[src/rtl/serial_sub_pkg.sv]
// Shared definitions for the bit-serial subtractor: FSM state encoding and default operand width.
package serial_sub_pkg;

    localparam int DEFAULT_WIDTH = 8;

    typedef enum logic [1:0] {
        IDLE  = 2'd0,
        SHIFT = 2'd1,
        DONE  = 2'd2
    } state_t;

endpackage

[src/rtl/full_subtractor.sv]
// One-bit full subtractor: difference and borrow-out of a - b - bin.
module full_subtractor (
    input  logic a,
    input  logic b,
    input  logic bin,
    output logic d,
    output logic bo
);

    // Pure combinational difference and borrow generation
    always_comb begin
        d  = a ^ b ^ bin;
        bo = (~a & b) | (~a & bin) | (b & bin);
    end

endmodule

[src/rtl/serial_subtractor.sv]
// Bit-serial unsigned subtractor: accepts a, b, bin, processes one bit per clock LSB-first,
// and presents diff = a - b - bin (mod 2^WIDTH) with borrow-out under a valid/ready handshake.
module serial_subtractor
    import serial_sub_pkg::*;
#(
    parameter int WIDTH = DEFAULT_WIDTH
) (
    input  logic             clk,
    input  logic             rst,
    input  logic             in_valid,
    output logic             in_ready,
    input  logic [WIDTH-1:0] a,
    input  logic [WIDTH-1:0] b,
    input  logic             bin,
    output logic [WIDTH-1:0] diff,
    output logic             bout,
    output logic             out_valid,
    input  logic             out_ready
);

    localparam int               CNT_W    = $clog2(WIDTH + 1);
    localparam logic [CNT_W-1:0] LAST_CNT = CNT_W'(WIDTH - 1);
    localparam logic [CNT_W-1:0] CNT_ONE  = CNT_W'(1);

    state_t             state_r;
    state_t             state_nxt_s;
    logic [WIDTH-1:0]   a_r;
    logic [WIDTH-1:0]   b_r;
    logic [WIDTH-2:0]   res_r;
    logic [WIDTH-1:0]   res_nxt_s;
    logic               br_r;
    logic [CNT_W-1:0]   cnt_r;
    logic [WIDTH-1:0]   diff_r;
    logic               bout_r;
    logic               d_s;
    logic               bo_s;
    logic               last_s;

    full_subtractor u_fs (
        .a   (a_r[0]),
        .b   (b_r[0]),
        .bin (br_r),
        .d   (d_s),
        .bo  (bo_s)
    );

    assign last_s    = (cnt_r == LAST_CNT);
    assign res_nxt_s = {d_s, res_r};

    // State register
    always_ff @(posedge clk) begin
        if (rst) begin
            state_r <= IDLE;
        end else begin
            state_r <= state_nxt_s;
        end
    end

    // Next-state logic
    always_comb begin
        state_nxt_s = state_r;
        case (state_r)
            IDLE: begin
                if (in_valid) state_nxt_s = SHIFT;
                else          state_nxt_s = IDLE;
            end
            SHIFT: begin
                if (last_s) state_nxt_s = DONE;
                else        state_nxt_s = SHIFT;
            end
            DONE: begin
                if (out_ready) state_nxt_s = IDLE;
                else           state_nxt_s = DONE;
            end
            default: state_nxt_s = IDLE;
        endcase
    end

    // Handshake outputs decoded from the state register
    always_comb begin
        in_ready  = 1'b0;
        out_valid = 1'b0;
        case (state_r)
            IDLE:    in_ready  = 1'b1;
            DONE:    out_valid = 1'b1;
            default: begin
                in_ready  = 1'b0;
                out_valid = 1'b0;
            end
        endcase
    end

    // Operand/result datapath; diff and bout only change on the final shift so they hold between operations
    always_ff @(posedge clk) begin
        if (rst) begin
            a_r    <= {WIDTH{1'b0}};
            b_r    <= {WIDTH{1'b0}};
            res_r  <= {(WIDTH-1){1'b0}};
            br_r   <= 1'b0;
            cnt_r  <= {CNT_W{1'b0}};
            diff_r <= {WIDTH{1'b0}};
            bout_r <= 1'b0;
        end else begin
            case (state_r)
                IDLE: begin
                    if (in_valid) begin
                        a_r   <= a;
                        b_r   <= b;
                        br_r  <= bin;
                        cnt_r <= {CNT_W{1'b0}};
                    end
                end
                SHIFT: begin
                    a_r   <= {1'b0, a_r[WIDTH-1:1]};
                    b_r   <= {1'b0, b_r[WIDTH-1:1]};
                    res_r <= res_nxt_s[WIDTH-1:1];
                    br_r  <= bo_s;
                    cnt_r <= cnt_r + CNT_ONE;
                    if (last_s) begin
                        diff_r <= res_nxt_s;
                        bout_r <= bo_s;
                    end
                end
                default: begin
                end
            endcase
        end
    end

    assign diff = diff_r;
    assign bout = bout_r;

endmodule

[config.mk]
export PLATFORM = sky130hd
export DESIGN_NAME = serial_subtractor
export DESIGN_NICKNAME = d
export VERILOG_FILES = /design/src/rtl/serial_sub_pkg.sv /design/src/rtl/full_subtractor.sv /design/src/rtl/serial_subtractor.sv
export SDC_FILE = /design/constraint.sdc
export NUM_CORES = 1
export LEC_CHECK = 0
export ABC_CLOCK_PERIOD_IN_PS = 1200
export BUFFER_PORTS_ARGS = -buffer_cell sky130_fd_sc_hd__buf_2
export CAP_MARGIN = 20
export CELL_PAD_IN_SITES_DETAIL_PLACEMENT = 1
export CELL_PAD_IN_SITES_GLOBAL_PLACEMENT = 1
export CORE_ASPECT_RATIO = 1.1
export CORE_MARGIN = 3
export CORE_UTILIZATION = 37
export DETAILED_ROUTE_END_ITERATION = 8
export PLACE_DENSITY = 0.76
export SETUP_SLACK_MARGIN = 0.05
export SLEW_MARGIN = 20
export SYNTH_ARGS = -nofsm -noshare
export SYNTH_HDL_FRONTEND = slang
export SYNTH_SLANG_ARGS = --single-unit
[constraint.sdc]
create_clock -name clk -period 1.2 [get_ports clk]
set_input_delay 0.06 -clock clk [delete_from_list [all_inputs] [get_ports clk]]
set_output_delay 0.06 -clock clk [all_outputs]
set_load 0.005 [all_outputs]
==> flow_summary.json, run 1 <==
{
  "grt_max_degree": 40,
  "drc": 0,
  "synthMuxAreaShare_pct": 0,
  "vdd_drop_max_uv": 809,
  "antenna_found_initial": 0,
  "setup_ws_ns": -0.130,
  "clk-insertion-delay-late_ns": 0.30,
  "syn_avg_cell_area_um2": 9.21,
  "synthFlopType": "dfxtp_1",
  "worstPathRequired_ns": 1.42,
  "synth_top_cell_by_area": "dfxtp_1",
  "min_path_type": "in -> reg",
  "core-area_um2": 4440,
  "fp.dieH_um": 78.3,
  "die_w_um": 71.7,
  "dpl.hpwl_um": 2850,
  "io_pins": 32,
  "startpoint_type": "flop",
  "power.density_nw_per_um2": 1120,
  "firstDrtPassIters": 4,
  "fin_util_pct": 58.6,
  "drt-wirelength-per-cell_um": 20.7,
  "setup.worst_path.end_class": "flop",
  "syn_area_um2": 1760,
  "antenna_left": 0,
  "grt_pass1_vias": 1716,
  "path_max_fanout": 9,
  "final_cell_count_no_fill": 302,
  "min_period_ns": 1.33,
  "synth_edf_count": 0,
  "track_usage_pct": 19.5,
  "status": "complete, but fails checks",
  "synth-seq-area-share_pct": 44.4,
  "worstPathArrival_ns": 1.55,
  "drt_iter0_drc": 122,
  "slew_headroom_pct": 81.5,
  "grt_overflow_total": 0,
  "syn-num-nets": 214,
  "total_leakage_power_uw": 0.00105,
  "design.die.area_um2": 5620,
  "antenna_cells": 0,
  "port_buffers": 31,
  "clk_path_buf_depth": 2,
  "rsz0062_at_grt": "true",
  "synth_top_family_by_area": "compound AO/OA/AOI/OAI gates",
  "finalNetCount": 270,
  "finalPower_uw": 2910,
  "routed_via_density": 5.63,
  "worstSetupPathType": "reg -> reg",
  "gp_congestion": 0.693,
  "start_util_pct": 39.6,
  "crit_chain": "buf_6 -> o21bai_4 -> buf_8 -> a21oi_2 -> a211oi_2",
  "cp_slowest_cell": "dfxtp_4",
  "synth_top_area_share_pct": 44.4,
  "yosys.area_share.simple_pct": 16.4,
  "synthTopCellsByArea": "dfxtp_1 44%, a21oi_1 7.7%, a211oi_2 6.4%",
  "synth_xor_area_share_pct": 0,
  "grt_pass1_wl_um": 8500,
  "cts.reportedPaths.clkPinSlew_ns": 0.08,
  "wl_um": 6250,
  "min_period_over_period_pct": 111,
  "ys_ff_latch": 39,
  "report.final.slew_viol_count": 0,
  "area_growth_pct": 48.0,
  "synth_fa_ha_area_share_pct": 1.85,
  "hold_viol": 0,
  "worst_hold_slack_ns": 0.0102,
  "placed_cells": 279,
  "synth_cell_types": 33,
  "rows": 25,
  "cts_buffers": 5,
  "vias": 1700,
  "fin_skew_ns": 0.00613,
  "cap_viol_max_count": 0,
  "tritoncts": "built",
  "yosys_warnings": 0,
  "worstMarginPinSlew_ns": 0.277,
  "drive_gt1_share_pct": 57.7,
  "clock-sinks": 39,
  "cts_root_buf": "clkbuf_8",
  "synth_async_sr_flop_share_pct": 0,
  "syn_inst": 191,
  "max_freq_mhz": 752,
  "critPathMaxStageDelay_ns": 0.38,
  "h-tree-depth": 2,
  "finalSetupViolations": 30,
  "violations": "setup timing",
  "synth_compound_area_share_pct": 29.1
}
-- power by group --
group | leakage [µW] | total [µW] | internal (µW) | switching [µW]
logic | 0.000682 | 614 | 297 | 317
registers | 0.000321 | 1410 | 1350 | 59.1
clock network | 0.0000422 | 887 | 408 | 479
total | 0.00105 | 2910 | 2060 | 854
-- sequential cells by signal, summed over array words and instances (netlist names) --
register	cells
a_r	8
b_r	8
diff	8
res_r	7
cnt_r	4
state_r	2
bout	1
br_r	1
-- final timing paths --
check	depth (start not counted)	end	slack (ns)	from
worst max-delay path	5	b_r[1]	-0.13	state_r[0]
worst max register to register	5	b_r[1]	-0.13	state_r[0]
worst min register to register	2	res_r[0]	0.47	res_r[0]
worst min-delay path	3	b_r[0]	0.01	b[0]
-- area by class of cell --
type / count / area (µm²)
tap: 54 / 67.6
sequential: 39 / 791
clock buffer: 7 / 76.3
inverter: 2 / 7.51
multi-input combinational: 133 / 1060
clock inverter: 1 / 5.00
fill: 494 / 1840
timing repair buffer: 66 / 599
-- cells in the final DEF, fill, tap and decap left out, types with 2 or more instances in the layout --
master	synthesis	final
buf_4	3	13
nor2_1	21	18
clkbuf_16	0	3
a211oi_2	9	15
nand2_1	28	26
a21oi_4	0	4
nand3_1	10	10
a21oi_1	27	6
clkbuf_1	4	2
dfxtp_4	0	2
dfxtp_1	39	35
buf_2	4	31
a32oi_1	2	2
a21oi_2	3	20
a21bo_2	8	7
a22oi_2	0	2
clkbuf_8	0	5
a311oi_2	2	2
buf_8	0	4
buf_6	3	11
nor2_2	0	2
nand2_2	1	3
buf_12	2	3
dfxtp_2	0	2
-- cells by family (layout without fill, tap and decap cells) --
kind of cell,Yosys count,count (layout)
adders and majority gates,2,2
buffers and inverters,19,76
and+or+nand+nor,66,66
AOI/OAI and AO/OA,65,65
DFF,39,39
-- per-stage QoR --
stage | setup TNS [ns] | setup WS [ns] | area [µm²]
final | -2.06 | -0.130 | 2600
after global routing | -3.66 | -0.164 | 2600
after CTS | -0.714 | -0.0734 | 2330
after detailed placement | -0.465 | -0.0630 | 2060
after global placement | -0.0112 | -0.00853 | 2060
after floorplan | 0 | 0.0336 | 1780
-- cells in the mapped netlist, drive strengths merged (2+ instances only) --
master / n
nor2: 21
clkbuf: 5
dfxtp: 39
a22oi: 2
nand3: 10
a311oi: 2
a21bo: 8
a32oi: 2
nand2: 29
inv: 2
a211oi: 16
a21oi: 30
buf: 12
-- layer usage --
layer / share of wire [%] / global-route usage [%]
met1: 43 / 24.1
met2: 50 / 32.9
met3: 4.6 / 4.99
met4: 1.6 / 6.20
met5: 0 / 0
-- critical path: cells and delay by family, from the launching register on --
family | cells | cell delay (ns)
AO/OA/AOI/OAI | 3 | 0.53
flip-flops | 1 | 0.38
buffers and inverters | 2 | 0.32
-- timing repair --
action	CTS	global route
hold endpoints to repair	0	0
resized for setup	30	45
endpoints found under the setup margin	38	39
pin swaps	13	24
buffers inserted	4	10
cloned	2	3
hold buffers	0	0
(Power assumes the default switching activity.)
==> run 2, diff against run 1 <==
--- a/config.mk
+++ b/config.mk
@@ -14,9 +14,9 @@
 export CORE_MARGIN = 3
 export CORE_UTILIZATION = 37
 export DETAILED_ROUTE_END_ITERATION = 8
+export HOLD_SLACK_MARGIN = 0.12
 export PLACE_DENSITY = 0.76
 export SETUP_SLACK_MARGIN = 0.05
-export SLEW_MARGIN = 20
 export SYNTH_ARGS = -nofsm -noshare
 export SYNTH_HDL_FRONTEND = slang
 export SYNTH_SLANG_ARGS = --single-unit
==> run 2 against run 1 <==
The run still ends with setup timing left; clock skew up 0.0036 ns; setup slack better by 0.016 ns; global-route usage up 2.5 points; core utilization up 6.5 points; clock-buffer cell count unchanged; routed wire length up 21%; highest routed layer unchanged.
==> flow_summary.json, run 2 (synthesis results as in run 1) <==
{
  "cts_root_buf": "clkbuf_8",
  "report.final.slew_viol_count": 0,
  "final_cell_mix": "35 x dfxtp_1, 32 x buf_2, 27 x nand2_1",
  "max_freq_mhz": 761,
  "clock-sinks": 39,
  "min_path_type": "in -> reg",
  "worstSetupPathType": "reg -> reg",
  "r2r_slack_ns": -0.11,
  "drive_gt1_share_pct": 55.4,
  "fp.dieH_um": 78.3,
  "startpoint_type": "flop",
  "routed_via_density": 5.59,
  "power.density_nw_per_um2": 1050,
  "total_leakage_power_uw": 0.00117,
  "fillCellCount": 479,
  "start_util_pct": 39.6,
  "cap_viol_max_count": 0,
  "fin_util_pct": 65.1,
  "dpl_worst_slack_ns": -0.0630,
  "antenna_cells": 0,
  "area_growth_pct": 64.4,
  "worstMarginPinSlew_ns": 0.275,
  "grt_overflow_total": 0,
  "design.die.area_um2": 5620,
  "firstDrtPassIters": 4,
  "core-area_um2": 4440,
  "finalNetCount": 293,
  "rows": 25,
  "track_usage_pct": 22.0,
  "cts.reportedPaths.clkPinSlew_ns": 0.07,
  "clk_path_buf_depth": 2,
  "antenna_found_initial": 0,
  "slew_headroom_pct": 81.7,
  "worstPathRequired_ns": 1.44,
  "hold_viol": 0,
  "drc": 0,
  "status": "complete, but fails checks",
  "dpl.hpwl_um": 2850,
  "min_period_ns": 1.31,
  "grt_pass1_vias": 1825,
  "fin_skew_ns": 0.00970,
  "tritoncts": "built",
  "clk-insertion-delay-late_ns": 0.31,
  "grt_max_degree": 40,
  "vias": 1818,
  "setup_ws_ns": -0.114,
  "die_w_um": 71.7,
  "min_period_over_period_pct": 110,
  "cts_buffers": 5,
  "h-tree-depth": 2,
  "path_max_fanout": 9,
  "rsz0062_at_grt": "true",
  "vdd_drop_max_uv": 733,
  "setup.worst_path.end_class": "flop",
  "antenna_left": 0,
  "io_pins": 32,
  "drt_iter0_drc": 105,
  "grt_pass1_wl_um": 9540,
  "wl_um": 7590,
  "drt-wirelength-per-cell_um": 23.3,
  "port_buffers": 31,
  "violations": "setup timing",
  "worstPathArrival_ns": 1.55,
  "layout_commonest_cell": "dfxtp_1",
  "gp_congestion": 0.693,
  "finalSetupViolations": 29
}
run 2: cell count changes in the layout (fill, tap and decap cells not counted), moves of 2 or more:
cell and change:
dlygate4sd3_1 +19, nand3_1 -2, nand2_2 -3, a21oi_2 -3
a21oi_4 +4, nand2_4 +2, buf_4 +3
run 2: report_power, final:
| group | switching (µW) | internal, µW | total [µW] |
|---|---|---|---|
| Clock | 497 | 409 | 906 |
| Sequential | 66.4 | 1350 | 1420 |
| Combinational | 355 | 345 | 700 |
run 2: worst paths after layout:
kind,from,end,depth (start not counted)
max,state_r[0],diff[1],5
min,rst,bout,3
max reg2reg,state_r[0],diff[1],5
min reg2reg,res_r[0],res_r[0],2
run 2: timing repair:
item | 4_1_cts | 5_1_grt
setup buffers | 4 | 12
pin swaps | 13 | 23
cloned | 2 | 3
endpoints found under the hold margin | 18 | 0
endpoints found under the setup margin | 38 | 40
gates resized for setup | 30 | 57
hold buffers | 19 | 0
run 2: worst max-delay path: stages (launching register included):
cell and delay [ns]:
dfxtp_4 0.40, nor2b_4 0.24, buf_6 0.17, buf_8 0.15, nand3_1 0.13, a21oi_2 0.16
run 2: area by class of cell:
type | count | area [µm²] | share of cell area, %
Multi-Input combinational cell | 133 | 1140 | 39.4
Timing Repair Buffer | 89 | 807 | 27.9
Sequential cell | 39 | 791 | 27.3
Clock buffer | 7 | 76.3 | 2.64
Tap cell | 54 | 67.6 | 2.34
Inverter | 2 | 7.51 | 0.260
Clock inverter | 1 | 5.00 | 0.173
run 2: metal layers:
| layer | routed length [µm] | vias up | global-route usage (%) |
|---|---|---|---|
| met2 | 3910 | 66 | 36.1 |
| met1 | 3150 | 906 | 27.7 |
| met5 | 0 | - | 0 |
| li1 | - | 830 | - |
| met4 | 195 | 0 | 7.89 |
| met3 | 332 | 16 | 5.76 |
run 2: through the flow:
step / power [µW] / setup TNS (ns) / hold slack (ns) / cell area [µm²] / std cells
after CTS: 2810 / -0.714 / 0.183 / 2520 / 312
after detailed placement: 1810 / -0.465 / 0.317 / 2060 / 279
after global routing: 3130 / -3.28 / 0.240 / 2890 / 325
final: 3020 / -1.67 / 0.231 / 2890 / 325
after global placement: 1800 / -0.0112 / 0.309 / 2060 / 279
after floorplan: 1680 / 0 / 0.201 / 1780 / 191
